--- src/rtl/dmem_arb_pkg.sv ---
// -----------------------------------------------------------------------------
// dmem_arb_pkg
// Shared definitions for the data-memory arbiter: FSM state encoding, owner
// identifiers, wait-state counter width and the latched request record.
// -----------------------------------------------------------------------------
package dmem_arb_pkg;

    // Width of the wait-state down-counter (WAIT_STATES range 0..15)
    localparam int WAIT_W = 4;

    // Arbiter FSM states
    localparam logic [1:0] IDLE   = 2'b00;
    localparam logic [1:0] ACCESS = 2'b01;
    localparam logic [1:0] DONE   = 2'b10;

    // Requester identifiers
    localparam logic OWN_CPU = 1'b0;
    localparam logic OWN_DBG = 1'b1;

    // Request fields captured from the winning port at grant time
    typedef struct packed {
        logic        we;
        logic [31:0] addr;
        logic [31:0] wdata;
    } mem_req_t;

endpackage

--- src/rtl/dmem_arbiter_wait_counter.sv ---
// -----------------------------------------------------------------------------
// wait_counter
// Loadable down-counter that times the wait states of one memory access.
// Ports:
//   clk      system clock
//   reset    asynchronous active-low reset (counter clears to 0)
//   load     load load_val this cycle (has priority over en)
//   load_val value to load
//   en       decrement by one; holds at zero
//   value    current count
//   zero     count equals zero
// -----------------------------------------------------------------------------
module wait_counter
    import dmem_arb_pkg::*;
(
    input  logic              clk,
    input  logic              reset,
    input  logic              load,
    input  logic [WAIT_W-1:0] load_val,
    input  logic              en,
    output logic [WAIT_W-1:0] value,
    output logic              zero
);

    logic [WAIT_W-1:0] count_r;

    // Counter register: load wins over decrement, saturates at zero
    always_ff @(posedge clk or negedge reset) begin
        if (!reset) begin
            count_r <= {WAIT_W{1'b0}};
        end else if (load) begin
            count_r <= load_val;
        end else if (en && (count_r != {WAIT_W{1'b0}})) begin
            count_r <= count_r - WAIT_W'(1);
        end else begin
            count_r <= count_r;
        end
    end

    assign value = count_r;
    assign zero  = (count_r == {WAIT_W{1'b0}});

endmodule

--- src/rtl/dmem_arbiter.sv ---
// -----------------------------------------------------------------------------
// dmem_arbiter
// Shares the single-port data memory between the pipeline MEM stage (CPU port)
// and a debug/loader port. Each access is stretched by WAIT_STATES extra
// cycles; the CPU is stalled until its own access completes.
// Ports:
//   clk, reset                 clock, asynchronous active-low reset
//   cpu_req/we/addr/wdata      CPU request (held until cpu_ack)
//   cpu_rdata, cpu_ack         registered load data, one-cycle completion pulse
//   cpu_stall                  cpu_req & ~cpu_ack
//   dbg_req/we/addr/wdata      debug request, same protocol as CPU
//   dbg_rdata, dbg_ack         debug load data and completion pulse
//   mem_write/addr/wdata       to the dmem instance
//   mem_rdata                  combinational read data from dmem
//   busy                       FSM not in IDLE
//   owner                      0 = CPU, 1 = debug; current/last grant
// -----------------------------------------------------------------------------
module dmem_arbiter
    import dmem_arb_pkg::*;
#(
    parameter int WAIT_STATES = 2
) (
    input  logic        clk,
    input  logic        reset,
    input  logic        cpu_req,
    input  logic        cpu_we,
    input  logic [31:0] cpu_addr,
    input  logic [31:0] cpu_wdata,
    output logic [31:0] cpu_rdata,
    output logic        cpu_ack,
    output logic        cpu_stall,
    input  logic        dbg_req,
    input  logic        dbg_we,
    input  logic [31:0] dbg_addr,
    input  logic [31:0] dbg_wdata,
    output logic [31:0] dbg_rdata,
    output logic        dbg_ack,
    output logic        mem_write,
    output logic [31:0] mem_addr,
    output logic [31:0] mem_wdata,
    input  logic [31:0] mem_rdata,
    output logic        busy,
    output logic        owner
);

    localparam logic [WAIT_W-1:0] WAIT_LOAD = WAIT_W'(WAIT_STATES);

    logic [1:0]        state_r;
    logic [1:0]        state_next_s;
    logic              owner_r;
    logic              last_owner_r;
    mem_req_t          lat_r;
    mem_req_t          win_s;
    logic              mem_write_r;
    logic              cpu_ack_r;
    logic              dbg_ack_r;
    logic [31:0]       cpu_rdata_r;
    logic [31:0]       dbg_rdata_r;
    logic              grant_s;
    logic              winner_s;
    logic              final_s;
    logic              cnt_en_s;
    logic              cnt_zero_s;
    logic [WAIT_W-1:0] cnt_value_s;

    // Arbitration: only sampled in IDLE; a tie goes to whoever did not win last
    always_comb begin
        grant_s  = 1'b0;
        winner_s = OWN_CPU;
        if (state_r == IDLE) begin
            case ({cpu_req, dbg_req})
                2'b10: begin
                    grant_s  = 1'b1;
                    winner_s = OWN_CPU;
                end
                2'b01: begin
                    grant_s  = 1'b1;
                    winner_s = OWN_DBG;
                end
                2'b11: begin
                    grant_s  = 1'b1;
                    winner_s = ~last_owner_r;
                end
                default: begin
                    grant_s  = 1'b0;
                    winner_s = OWN_CPU;
                end
            endcase
        end else begin
            grant_s  = 1'b0;
            winner_s = OWN_CPU;
        end
    end

    // Select the request fields of the winning port
    always_comb begin
        win_s = '0;
        if (winner_s == OWN_DBG) begin
            win_s.we    = dbg_we;
            win_s.addr  = dbg_addr;
            win_s.wdata = dbg_wdata;
        end else begin
            win_s.we    = cpu_we;
            win_s.addr  = cpu_addr;
            win_s.wdata = cpu_wdata;
        end
    end

    // Last ACCESS cycle: counter has run out
    assign final_s  = (state_r == ACCESS) && cnt_zero_s;
    assign cnt_en_s = (state_r == ACCESS) && !cnt_zero_s;

    // Next-state logic
    always_comb begin
        state_next_s = state_r;
        case (state_r)
            IDLE: begin
                if (grant_s) begin
                    state_next_s = ACCESS;
                end else begin
                    state_next_s = IDLE;
                end
            end
            ACCESS: begin
                if (cnt_zero_s) begin
                    state_next_s = DONE;
                end else begin
                    state_next_s = ACCESS;
                end
            end
            DONE:    state_next_s = IDLE;
            default: state_next_s = IDLE;
        endcase
    end

    // FSM state, ownership and request latch (fields frozen until next grant)
    always_ff @(posedge clk or negedge reset) begin
        if (!reset) begin
            state_r      <= IDLE;
            owner_r      <= OWN_CPU;
            last_owner_r <= OWN_DBG;
            lat_r        <= '0;
        end else begin
            state_r <= state_next_s;
            if (grant_s) begin
                owner_r      <= winner_s;
                last_owner_r <= winner_s;
                lat_r        <= win_s;
            end
        end
    end

    // Write strobe, registered one cycle ahead so it is high exactly in the
    // final ACCESS cycle: from the grant when there are no wait states,
    // otherwise when the counter is about to reach zero
    always_ff @(posedge clk or negedge reset) begin
        if (!reset) begin
            mem_write_r <= 1'b0;
        end else if (grant_s) begin
            mem_write_r <= win_s.we && (WAIT_LOAD == 4'd0);
        end else if (cnt_en_s) begin
            mem_write_r <= lat_r.we && (cnt_value_s == 4'd1);
        end else begin
            mem_write_r <= 1'b0;
        end
    end

    // Completion: ack pulse in DONE, load data captured at the end of ACCESS
    always_ff @(posedge clk or negedge reset) begin
        if (!reset) begin
            cpu_ack_r   <= 1'b0;
            dbg_ack_r   <= 1'b0;
            cpu_rdata_r <= 32'h0000_0000;
            dbg_rdata_r <= 32'h0000_0000;
        end else begin
            cpu_ack_r <= final_s && (owner_r == OWN_CPU);
            dbg_ack_r <= final_s && (owner_r == OWN_DBG);
            if (final_s && !lat_r.we) begin
                if (owner_r == OWN_CPU) begin
                    cpu_rdata_r <= mem_rdata;
                end else begin
                    dbg_rdata_r <= mem_rdata;
                end
            end
        end
    end

    wait_counter u_wait_counter (
        .clk      (clk),
        .reset    (reset),
        .load     (grant_s),
        .load_val (WAIT_LOAD),
        .en       (cnt_en_s),
        .value    (cnt_value_s),
        .zero     (cnt_zero_s)
    );

    assign cpu_rdata = cpu_rdata_r;
    assign cpu_ack   = cpu_ack_r;
    assign cpu_stall = cpu_req & ~cpu_ack_r;
    assign dbg_rdata = dbg_rdata_r;
    assign dbg_ack   = dbg_ack_r;
    assign mem_write = mem_write_r;
    assign mem_addr  = lat_r.addr;
    assign mem_wdata = lat_r.wdata;
    assign busy      = (state_r != IDLE);
    assign owner     = owner_r;

endmodule

--- config.mk ---
export PLATFORM = sky130hd
export DESIGN_NAME = dmem_arbiter
export DESIGN_NICKNAME = d
export VERILOG_FILES = /design/src/rtl/dmem_arb_pkg.sv /design/src/rtl/dmem_arbiter_wait_counter.sv /design/src/rtl/dmem_arbiter.sv
export SDC_FILE = /design/constraint.sdc
export NUM_CORES = 1
export LEC_CHECK = 0
export ABC_AREA = 1
export CAP_MARGIN = 10
export CORE_UTILIZATION = 46
export DETAILED_ROUTE_END_ITERATION = 10
export GPL_TIMING_DRIVEN = 0
export PLACE_DENSITY = 0.86
export SLEW_MARGIN = 10
export SYNTH_ARGS = -nofsm -noshare
export SYNTH_HDL_FRONTEND = slang
export SYNTH_SLANG_ARGS = --single-unit
--- constraint.sdc ---
create_clock -name clk -period 3.49 [get_ports clk]
set_input_delay 0.349 -clock clk [delete_from_list [all_inputs] [get_ports clk]]
set_output_delay 0.349 -clock clk [all_outputs]
set_load 0.05 [all_outputs]
==> results.yml, run 1 <==
cells_and_area:
  n_antenna_cell: 0
  layout_common_cells: "298 x sky130_fd_sc_hd__clkdlybuf4s50_1, 277 x sky130_fd_sc_hd__nand2_1, 139 x sky130_fd_sc_hd__dfrtp_1"
  postLayoutCoreUtil_pct: 74.29
  post-route-cell-area_sq_um: 10920
  nNetsFinal: 1329
  layout_commonest_cell: "sky130_fd_sc_hd__clkdlybuf4s50_1"
  final.fill_count: 1119
  area_growth_syn_to_fin_pct: 55.67
  final_layout_size_suffix_gt1_share_pct: 11.95
logic_synthesis:
  largest_family_of_logic_cells_by_synthesized_area: "simple AND/OR/NAND/NOR gates"
  synthesis.yosys.warnings: 0
  synth_top_area_share_pct: 49.59
  complex_gate_fraction_of_the_synthesized_area_pct: 4.941
  synth-adder-area-share_pct: 0.5351
  synth.distinct_cells: 24
  yosys_register_bits: 140
  post_synth_main_area_contributors: "sky130_fd_sc_hd__dfrtp_1 50%, sky130_fd_sc_hd__nand2_1 15%, sky130_fd_sc_hd__buf_4 7.5%, sky130_fd_sc_hd__nand3b_1 6.8%, sky130_fd_sc_hd__nand4_1 5.9%"
  post_synth_xor_area_fraction_pct: 0
  yosys-mux-area-fraction_pct: 0
  yosysTopAreaCell: "sky130_fd_sc_hd__dfrtp_1"
  postSynthAreaPerCell_sq_um: 8.350
  proportion_of_synthesized_chip_area_in_sequential_cells_pct: 49.96
  synth.cell_area_sq_um: 7014
  count_of_mapped_cells_out_of_synthesis: 840
  simple_gate_area_share_of_the_yosys_netlist_pct: 32.36
  synthesis.nets: 1009
floorplan:
  initial_utilization_pct: 47.72
  dieWidth_microns: 125.5
  fp.dieH_microns: 125.5
  die-area_sq_um: 15750
  floorplan.core_area_sq_um: 14700
  floorplan.io_pins: 300
  placement_rows: 44
clock_network:
  cts_buffers: 17
  clock_latency_ns: 0.42
  clock_sinks: 140
  ctsResizeCount: 0
  cts.reportedPaths.clkPinSlew_ns: 0.06
  post-cts-setup-buffer-count: 0
  clock_tree_root: "sky130_fd_sc_hd__clkbuf_16"
  number_of_levels_the_h_tree_was_split_into: 4
  cts_tree: "yes"
  ctsHoldBuffers: 1
  ctsLongestPathBuffers: 2
drt:
  remaining_drc_errors: 19
  detail_route.wl_per_cell_microns: 16.02
  antenna_violating_nets_post_route: 0
  drt_iter0_drc: 443
  drt_first_pass_iters: 10
  routed_wirelength_microns: 21720
  routed-via-count: 6967
  drt-vias-per-instance: 5.138
sta:
  hold_viol: 0
  period_needed_ns: 2.220
  rsz0062_at_grt: "false"
  slew_violations: 0
  final.setup_skew_ns: 0.007312
  max_clock_freq_mhz: 450.4
  timing.final.crit_share_pct: 63.62
  relSlewSlack_pct: 60.94
  worstMarginPinSlew_ns: 0.5840
  setup_viol: 0
  accumulated_negative_setup_slack_ns: 0
  setup_ws_ns: 1.270
setup_path:
  worstSetupStartpointType: "input pin"
  timing.critical_path.slowest_stage_cell: "sky130_fd_sc_hd__clkdlybuf4s50_1"
  path_type_of_the_worst_setup_path: "in -> out"
  critical-path-top-cell-by-count: "sky130_fd_sc_hd__clkdlybuf4s50_1"
  crit_path_max_fanout: 3
  critical_path_arrival_ns: 1.87
  critPathRequiredTime_ns: 3.14
  crit_path_end_kind: "primary output"
  path_delay_family: "buffers and inverters"
  cpPeakStageDelay_ns: 0.83
  worst-path-buf-inv: 3
  worstPathCellList: "clkdlybuf4s50_1, inv_1, nor2_1, clkdlybuf4s50_1"
place:
  dpl.hpwl_microns: 16050
  dp_worst_setup_slack_ns: 1.269
  place_congestion: 0.8423
  io_buffers: 299
  area_after_dpl_sq_um: 10270
hold_path:
  worstHoldPathType: "reg -> reg"
flow_run:
  drv_cap: 0
pwr:
  power.total_mw: 12.10
  p_leak_nw: 4.992
  peakVddDrop_mv: 0.6574
  power_density_nw_per_um2: 1108
run_status:
  result_of_the_run: "finished with violations"
  violated_checks: "design-rule violations"
grt:
  via_count_of_the_first_global_routing_pass: 6851
  globalRouteTotalUtil_pct: 28.29
  grt_antenna_before_repair: 0
  wire_length_of_the_first_global_routing_pass_microns: 34730
  grt_overflow: 0
  grt_max_degree: 80
## registers in the layout (all words and copies together) (netlist names), 2 cells and up
register / cells
cpu_rdata: 32
dbg_rdata: 32
mem_addr: 32
mem_wdata: 32
state_r: 2
u_wait_counter.value: 4
## layer usage
metal / global-route usage [%] / vias to the layer above / wire length (microns)
met4: 12.91 / 0 / 690
met2: 49.84 / 321 / 10970
met3: 7.617 / 48 / 1819
met1: 31.92 / 3276 / 8240
li1: - / 3322 / -
met5: 0 / - / 0
## kinds of logic after synthesis
logic type / after synthesis
flip-flops: 140
AO/OA/AOI/OAI: 68
adder cells (fa/ha/maj): 3
buffers and inverters: 141
AND/OR/NAND/NOR: 488
## power breakdown
group / total [mW] / switching (mW) / internal, mW
Sequential: 2.89 / 0.464 / 2.43
Combinational: 7.24 / 4.72 / 2.52
Clock: 1.97 / 0.703 / 1.27
Total: 12.1 / 5.89 / 6.21
## layout make-up
| cell class | instances | area [sq um] | area share, % |
|---|---|---|---|
| buffer | 126 | 799.5 | 7.322 |
| clock buffer | 21 | 480.5 | 4.400 |
| clock inverter | 10 | 162.7 | 1.490 |
| inverter | 15 | 56.30 | 0.5156 |
| multi-input combinational | 559 | 2654 | 24.30 |
| sequential | 140 | 3505 | 32.10 |
| tap | 184 | 230.2 | 2.108 |
| timing repair buffer | 301 | 3032 | 27.76 |
## final timing paths
| kind | from | end | slack (ns) | cells past startpoint |
|---|---|---|---|---|
| setup / recovery | cpu_req | cpu_stall | 1.27 | 4 |
| hold / removal | dbg_rdata[14] | dbg_rdata[14] | 0.47 | 2 |
| setup reg to reg | u_wait_counter.value[0] | dbg_rdata[17] | 1.87 | 8 |
| hold reg to reg | dbg_rdata[14] | dbg_rdata[14] | 0.47 | 2 |
| max in group asynchronous | reset | last_owner_r | 2.21 | 3 |
| min in group asynchronous | reset | cpu_rdata[5] | 0.48 | 2 |
## through the flow
step | hold WS, ns | cells
after floorplan | 0.05341 | 840
after global placement | 0.4530 | 1323
after detailed placement | 0.3632 | 1324
after CTS | 0.4741 | 1356
after global routing | 0.4914 | 1356
final | 0.4724 | 1356
## cells in the mapped netlist
cell type / number
sky130_fd_sc_hd__inv_2: 3
sky130_fd_sc_hd__buf_4: 70
sky130_fd_sc_hd__nand2_1: 277
sky130_fd_sc_hd__nand4_1: 66
sky130_fd_sc_hd__nand3_1: 4
sky130_fd_sc_hd__buf_1: 6
sky130_fd_sc_hd__dfstp_2: 1
sky130_fd_sc_hd__nor2_1: 71
sky130_fd_sc_hd__o211ai_1: 1
sky130_fd_sc_hd__o21ai_1: 50
sky130_fd_sc_hd__nor2_2: 2
sky130_fd_sc_hd__clkbuf_1: 24
sky130_fd_sc_hd__inv_1: 12
sky130_fd_sc_hd__nand3b_1: 64
sky130_fd_sc_hd__o21ai_0: 15
sky130_fd_sc_hd__nand3_2: 2
sky130_fd_sc_hd__ha_1: 3
sky130_fd_sc_hd__o21ai_2: 1
sky130_fd_sc_hd__nor2_4: 1
sky130_fd_sc_hd__buf_2: 21
sky130_fd_sc_hd__dfrtp_1: 139
sky130_fd_sc_hd__or2_2: 1
sky130_fd_sc_hd__a21oi_1: 1
sky130_fd_sc_hd__buf_6: 5
## worst register-to-register path, stage by stage, from the launching register on
cell	delay, ns
sky130_fd_sc_hd__dfrtp_1	0.40
sky130_fd_sc_hd__inv_1	0.15
sky130_fd_sc_hd__ha_1	0.20
sky130_fd_sc_hd__nand2_1	0.09
sky130_fd_sc_hd__nor2_4	0.15
sky130_fd_sc_hd__buf_6	0.17
sky130_fd_sc_hd__buf_6	0.15
sky130_fd_sc_hd__nand4_1	0.14
sky130_fd_sc_hd__nand2_1	0.12
Power figures use the tool's default switching activity.
==> inputs of run 2 (changes only) <==
Settings changed: CORE_UTILIZATION 46 to 39, PLACE_DENSITY 0.86 to 0.78.
Clock period 3.49 ns to 2 ns, I/O delays scaled along.
==> results.yml, run 2 (synthesis gave the netlist of run 1 again) <==
setup_path:
  crit_path_end_kind: "primary output"
  rr_endpoint: "cpu_rdata[10]"
  r2r_slack_ns: 0.39
  critPathRequiredTime_ns: 1.80
  worstPathCellList: "buf_4, clkdlybuf4s50_1"
  path_type_of_the_worst_setup_path: "reg -> out"
  crit_path_max_fanout: 2
  path_delay_family: "buffers and inverters"
  worst-path-buf-inv: 2
  regToRegStartpoint: "u_wait_counter.value[0]"
  worstSetupStartpointType: "flip-flop"
  critical_path_arrival_ns: 1.75
  cpPeakStageDelay_ns: 0.86
  r2r.worst_path.cells: 8
  timing.critical_path.slowest_stage_cell: "sky130_fd_sc_hd__clkdlybuf4s50_1"
clock_network:
  cts.reportedPaths.clkPinSlew_ns: 0.06
  clock_tree_root: "sky130_fd_sc_hd__clkbuf_16"
  clock_latency_ns: 0.42
  number_of_levels_the_h_tree_was_split_into: 4
  cts_buffers: 17
  ctsLongestPathBuffers: 2
  post-cts-setup-buffer-count: 0
  clock_sinks: 140
  cts_tree: "yes"
place:
  area_after_dpl_sq_um: 10320
  place_congestion: 0.9057
  dpl.hpwl_microns: 16390
  placedCellCount: 1365
  io_buffers: 299
  dp_worst_setup_slack_ns: 0.03044
pwr:
  peakVddDrop_mv: 1.217
  power.total_mw: 20.61
  p_leak_nw: 4.963
  power_density_nw_per_um2: 1893
grt:
  via_count_of_the_first_global_routing_pass: 6500
  globalRouteTotalUtil_pct: 24.09
  grt_overflow: 0
  grt_antenna_before_repair: 1
  grt_max_degree: 75
  wire_length_of_the_first_global_routing_pass_microns: 34000
floorplan:
  fp.dieH_microns: 136.1
  floorplan.core_area_sq_um: 17420
  dieWidth_microns: 136.1
  die-area_sq_um: 18530
  initial_utilization_pct: 40.27
  placement_rows: 48
  floorplan.io_pins: 300
sta:
  rsz0062_at_grt: "false"
  relSlewSlack_pct: 58.99
  period_needed_ns: 1.946
  timing.final.crit_share_pct: 97.32
  worstMarginPinSlew_ns: 0.6141
  setup_ws_ns: 0.05365
  final.setup_skew_ns: 0.008763
  setup_viol: 0
  hold_viol: 0
  slew_violations: 0
  accumulated_negative_setup_slack_ns: 0
  max_clock_freq_mhz: 513.8
cells_and_area:
  layout_common_cells: "295 x sky130_fd_sc_hd__clkdlybuf4s50_1, 277 x sky130_fd_sc_hd__nand2_1, 139 x sky130_fd_sc_hd__dfrtp_1"
  layout_commonest_cell: "sky130_fd_sc_hd__clkdlybuf4s50_1"
  final.fill_count: 1527
  nNetsFinal: 1329
  n_antenna_cell: 0
  final_layout_size_suffix_gt1_share_pct: 12.02
  final-instance-count-excl-fill: 1398
  area_growth_syn_to_fin_pct: 55.26
  post-route-cell-area_sq_um: 10890
drt:
  remaining_drc_errors: 0
  detail_route.wl_per_cell_microns: 15.77
  routed_wirelength_microns: 22040
  antenna_violating_nets_post_route: 0
  routed-via-count: 6881
  drt-vias-per-instance: 4.922
  drt_first_pass_iters: 5
  drt_iter0_drc: 304
flow_run:
  drv_cap: 0
run_status:
  result_of_the_run: "complete, no violations"
hold_path:
  worstHoldPathType: "in -> async"
run 2: changes by cell type in the layout (fill, tap and decap cells not counted):
cell / previous run / this run
sky130_fd_sc_hd__inv_6: 0 / 7
sky130_fd_sc_hd__bufinv_16: 4 / 0
sky130_fd_sc_hd__clkbuf_8: 4 / 0
sky130_fd_sc_hd__clkinvlp_4: 2 / 6
sky130_fd_sc_hd__clkdlybuf4s50_1: 298 / 295
sky130_fd_sc_hd__dlymetal6s2s_1: 0 / 3
sky130_fd_sc_hd__clkinv_2: 2 / 0
sky130_fd_sc_hd__buf_6: 6 / 5
sky130_fd_sc_hd__buf_8: 0 / 1
sky130_fd_sc_hd__clkinv_4: 2 / 1
sky130_fd_sc_hd__inv_8: 0 / 1
run 2: worst register-to-register path: stages, from the launching register on:
cell                      delay [ns]
sky130_fd_sc_hd__dfrtp_1        0.39
sky130_fd_sc_hd__inv_1          0.15
sky130_fd_sc_hd__ha_1           0.18
sky130_fd_sc_hd__nand2_1        0.09
sky130_fd_sc_hd__nor2_4         0.16
sky130_fd_sc_hd__buf_6          0.18
sky130_fd_sc_hd__buf_6          0.16
sky130_fd_sc_hd__nand4_1        0.13
sky130_fd_sc_hd__nand2_1        0.11
run 2: worst max-delay path by stage:
stage,from,endpoint,slack (ns),cells after the start
finish,mem_wdata[24],mem_wdata[24],0.05,2
global route,mem_wdata[25],mem_wdata[25],0.02,2
CTS,cpu_ack,cpu_stall,0.006,2
detailed placement,cpu_req,u_wait_counter.value[2],0.03,5
global placement,reset,mem_addr[9],-5.05,1
floorplan,state_r[0],mem_addr[10],0.46,7
run 2: metrics by stage:
stage | utilization, % | hold WS [ns]
6_report | 62.53 | 0.3241
3_3_place_gp | 59.07 | 0.4536
2_1_floorplan | - | -0.09559
5_1_grt | 62.53 | 0.3650
4_1_cts | 62.49 | 0.3399
3_5_place_dp | 59.26 | 0.1954
run 2: per-layer routing:
| metal | track usage [%] | wire length [microns] |
|---|---|---|
| met5 | 0 | 0 |
| met4 | 9.444 | 452 |
| met3 | 8.054 | 2154 |
| met2 | 41.12 | 11030 |
| met1 | 27.70 | 8402 |
run 2: what timing repair did:
item	CTS	global route
gates resized for setup	0	3
hold buffers	1	0
endpoints found under the setup margin	0	3
endpoints found under the hold margin	66	0
run 2: area by class of cell:
cell class	instances	area [sq um]	area share (%)
Inverter	15	56.30	0.5170
Clock buffer	17	425.4	3.906
Tap cell	225	281.5	2.585
Timing Repair Buffer	301	3043	27.94
Sequential cell	140	3505	32.18
Buffer	126	799.5	7.341
Multi-Input combinational cell	559	2654	24.37
Clock inverter	15	126.4	1.160
run 2: where the power goes:
group	internal (mW)	total [mW]	switching (mW)	leakage, nW
logic	4.39	12.6	8.22	3.01
clock network	1.62	2.96	1.34	0.252
registers	4.24	5.05	0.813	1.70
==> inputs of run 3 (changes only) <==
Settings changed: ABC_CLOCK_PERIOD_IN_PS set to 2000, CORE_MARGIN set to 2, GPL_TIMING_DRIVEN 0 to 1.
==> results.yml, run 3 (synthesis gave the netlist of run 1 again) <==
setup_path:
  worst-path-buf-inv: 1
  rr_endpoint: "dbg_rdata[22]"
  path_type_of_the_worst_setup_path: "reg -> out"
  path_delay_family: "buffers and inverters"
  critical_path_arrival_ns: 1.65
  crit_path_max_fanout: 2
  timing.critical_path.slowest_stage_cell: "sky130_fd_sc_hd__clkdlybuf4s50_1"
  critPathRequiredTime_ns: 1.80
  cpPeakStageDelay_ns: 0.82
  worstPathCellList: "clkdlybuf4s50_1"
  worstSetupPathDepth: 1
  r2r.worst_path.cells: 8
  r2r_slack_ns: 0.35
  worstSetupStartpointType: "flip-flop"
  regToRegStartpoint: "u_wait_counter.value[0]"
  crit_path_end_kind: "primary output"
cells_and_area:
  final_layout_size_suffix_gt1_share_pct: 6.309
  n_antenna_cell: 0
  layout_commonest_cell: "sky130_fd_sc_hd__clkdlybuf4s50_1"
  post-route-cell-area_sq_um: 10340
  layout_common_cells: "294 x sky130_fd_sc_hd__clkdlybuf4s50_1, 276 x sky130_fd_sc_hd__nand2_1, 139 x sky130_fd_sc_hd__dfrtp_1"
  nNetsFinal: 1218
  area_growth_syn_to_fin_pct: 47.36
drt:
  drt_first_pass_iters: 5
  routed_wirelength_microns: 20350
  remaining_drc_errors: 0
  routed-via-count: 6363
  drt-vias-per-instance: 4.929
  detail_route.wl_per_cell_microns: 15.76
  drt_iter0_drc: 300
  antenna_violating_nets_post_route: 0
grt:
  grt_max_degree: 66
  globalRouteTotalUtil_pct: 21.44
  grt_met3_usage_pct: 7.170
  grt_most_used_layer: "met2"
  grt_overflow: 0
  grt_antenna_before_repair: 0
  grt.met1_usage_pct: 25.58
  via_count_of_the_first_global_routing_pass: 6343
  wire_length_of_the_first_global_routing_pass_microns: 32980
  use_met2_pct: 37.00
sta:
  worst_hold_slack_ns: 0.3043
  hold_viol: 0
  rsz0062_at_grt: "false"
  slew_violations: 0
  worstMarginPinSlew_ns: 0.6450
  period_needed_ns: 1.846
  setup_viol: 0
  relSlewSlack_pct: 57.00
  setup_ws_ns: 0.1545
  timing.final.crit_share_pct: 92.28
  accumulated_negative_setup_slack_ns: 0
  final.setup_skew_ns: 0.006853
  max_clock_freq_mhz: 541.8
clock_network:
  clock_sinks: 140
  ctsLongestPathBuffers: 2
  clock_tree_root: "sky130_fd_sc_hd__clkbuf_16"
  number_of_levels_the_h_tree_was_split_into: 4
  post-cts-setup-buffer-count: 0
  cts.reportedPaths.clkPinSlew_ns: 0.06
  cts_tree: "yes"
  clock_latency_ns: 0.42
  ctsResizeCount: 0
  cts_buffers: 17
  ctsHoldBuffers: 1
place:
  dpl.hpwl_microns: 13890
  dp_worst_setup_slack_ns: 0.1895
  place_congestion: 0.7985
  area_after_dpl_sq_um: 9771
  io_buffers: 299
flow_run:
  drv_cap: 0
floorplan:
  placement_rows: 49
  floorplan.core_area_sq_um: 17780
  floorplan.io_pins: 300
  dieWidth_microns: 138.1
  fp.dieH_microns: 138.1
  die-area_sq_um: 19070
  initial_utilization_pct: 39.45
pwr:
  p_int_mw: 9.610
  power_density_nw_per_um2: 1897
  peakVddDrop_mv: 1.141
  p_leak_nw: 4.571
  clock_power_share_pct: 15.0
  total_switching_power_mw: 9.993
  p_seq_share_pct: 25.6
  portion_of_total_power_attributed_to_combinational_logic_pct: 59.4
  power.share.switching_pct: 50.98
hold_path:
  worstHoldPathType: "in -> async"
run_status:
  result_of_the_run: "complete, no violations"
-- run 3: worst max-delay path by stage --
stage                             start       endpoint  slack (ns)
after detailed placement        cpu_req  mem_wdata[24]        0.19
after global placement          cpu_req  mem_wdata[23]        0.24
after floorplan              state_r[0]   mem_addr[10]        0.46
final                     mem_wdata[31]  mem_wdata[31]        0.15
after CTS                  mem_addr[31]   mem_addr[31]        0.13
after global routing       mem_addr[31]   mem_addr[31]        0.11
-- run 3: area by class of cell --
class | instances | area (sq um)
Inverter | 15 | 56.30
Fill cell | 1609 | 7443
Clock inverter | 12 | 88.84
Timing Repair Buffer | 316 | 3262
Tap cell | 229 | 286.5
Clock buffer | 20 | 466.7
Sequential cell | 140 | 3505
Multi-Input combinational cell | 559 | 2671
-- run 3: routing by layer --
layer / up-vias / wire length (microns)
met5: - / 0
met4: 0 / 323
met3: 20 / 1709
met2: 254 / 10160
met1: 2992 / 8149
li1: 3097 / -
-- run 3: power groups by stage --
stage | Combinational (mW) | Clock (mW) | Sequential (mW)
3_5_place_dp | 11.7 | 0 | 5.06
2_1_floorplan | 6.19 | 0 | 7.32
4_1_cts | 11.7 | 3.03 | 5.03
6_report | 11.6 | 2.94 | 5.03
5_1_grt | 12.4 | 3.14 | 5.19
3_3_place_gp | 11.6 | 0 | 5.01
-- run 3: through the flow --
stage	utilization, %	std cells	power (mW)
6_report	58.14	1291	19.60
3_5_place_dp	54.95	1258	16.78
3_3_place_gp	54.95	1258	16.58
5_1_grt	58.14	1291	20.69
2_1_floorplan	-	840	13.50
4_1_cts	58.14	1291	19.79
-- run 3: worst register-to-register path, stage by stage, from the launching register on --
cell	delay, ns
sky130_fd_sc_hd__dfrtp_1	0.39
sky130_fd_sc_hd__inv_1	0.14
sky130_fd_sc_hd__ha_1	0.19
sky130_fd_sc_hd__nand2_1	0.09
sky130_fd_sc_hd__nor2_4	0.17
sky130_fd_sc_hd__nand3_2	0.19
sky130_fd_sc_hd__buf_12	0.23
sky130_fd_sc_hd__nand2_1	0.09
sky130_fd_sc_hd__nand2_1	0.06
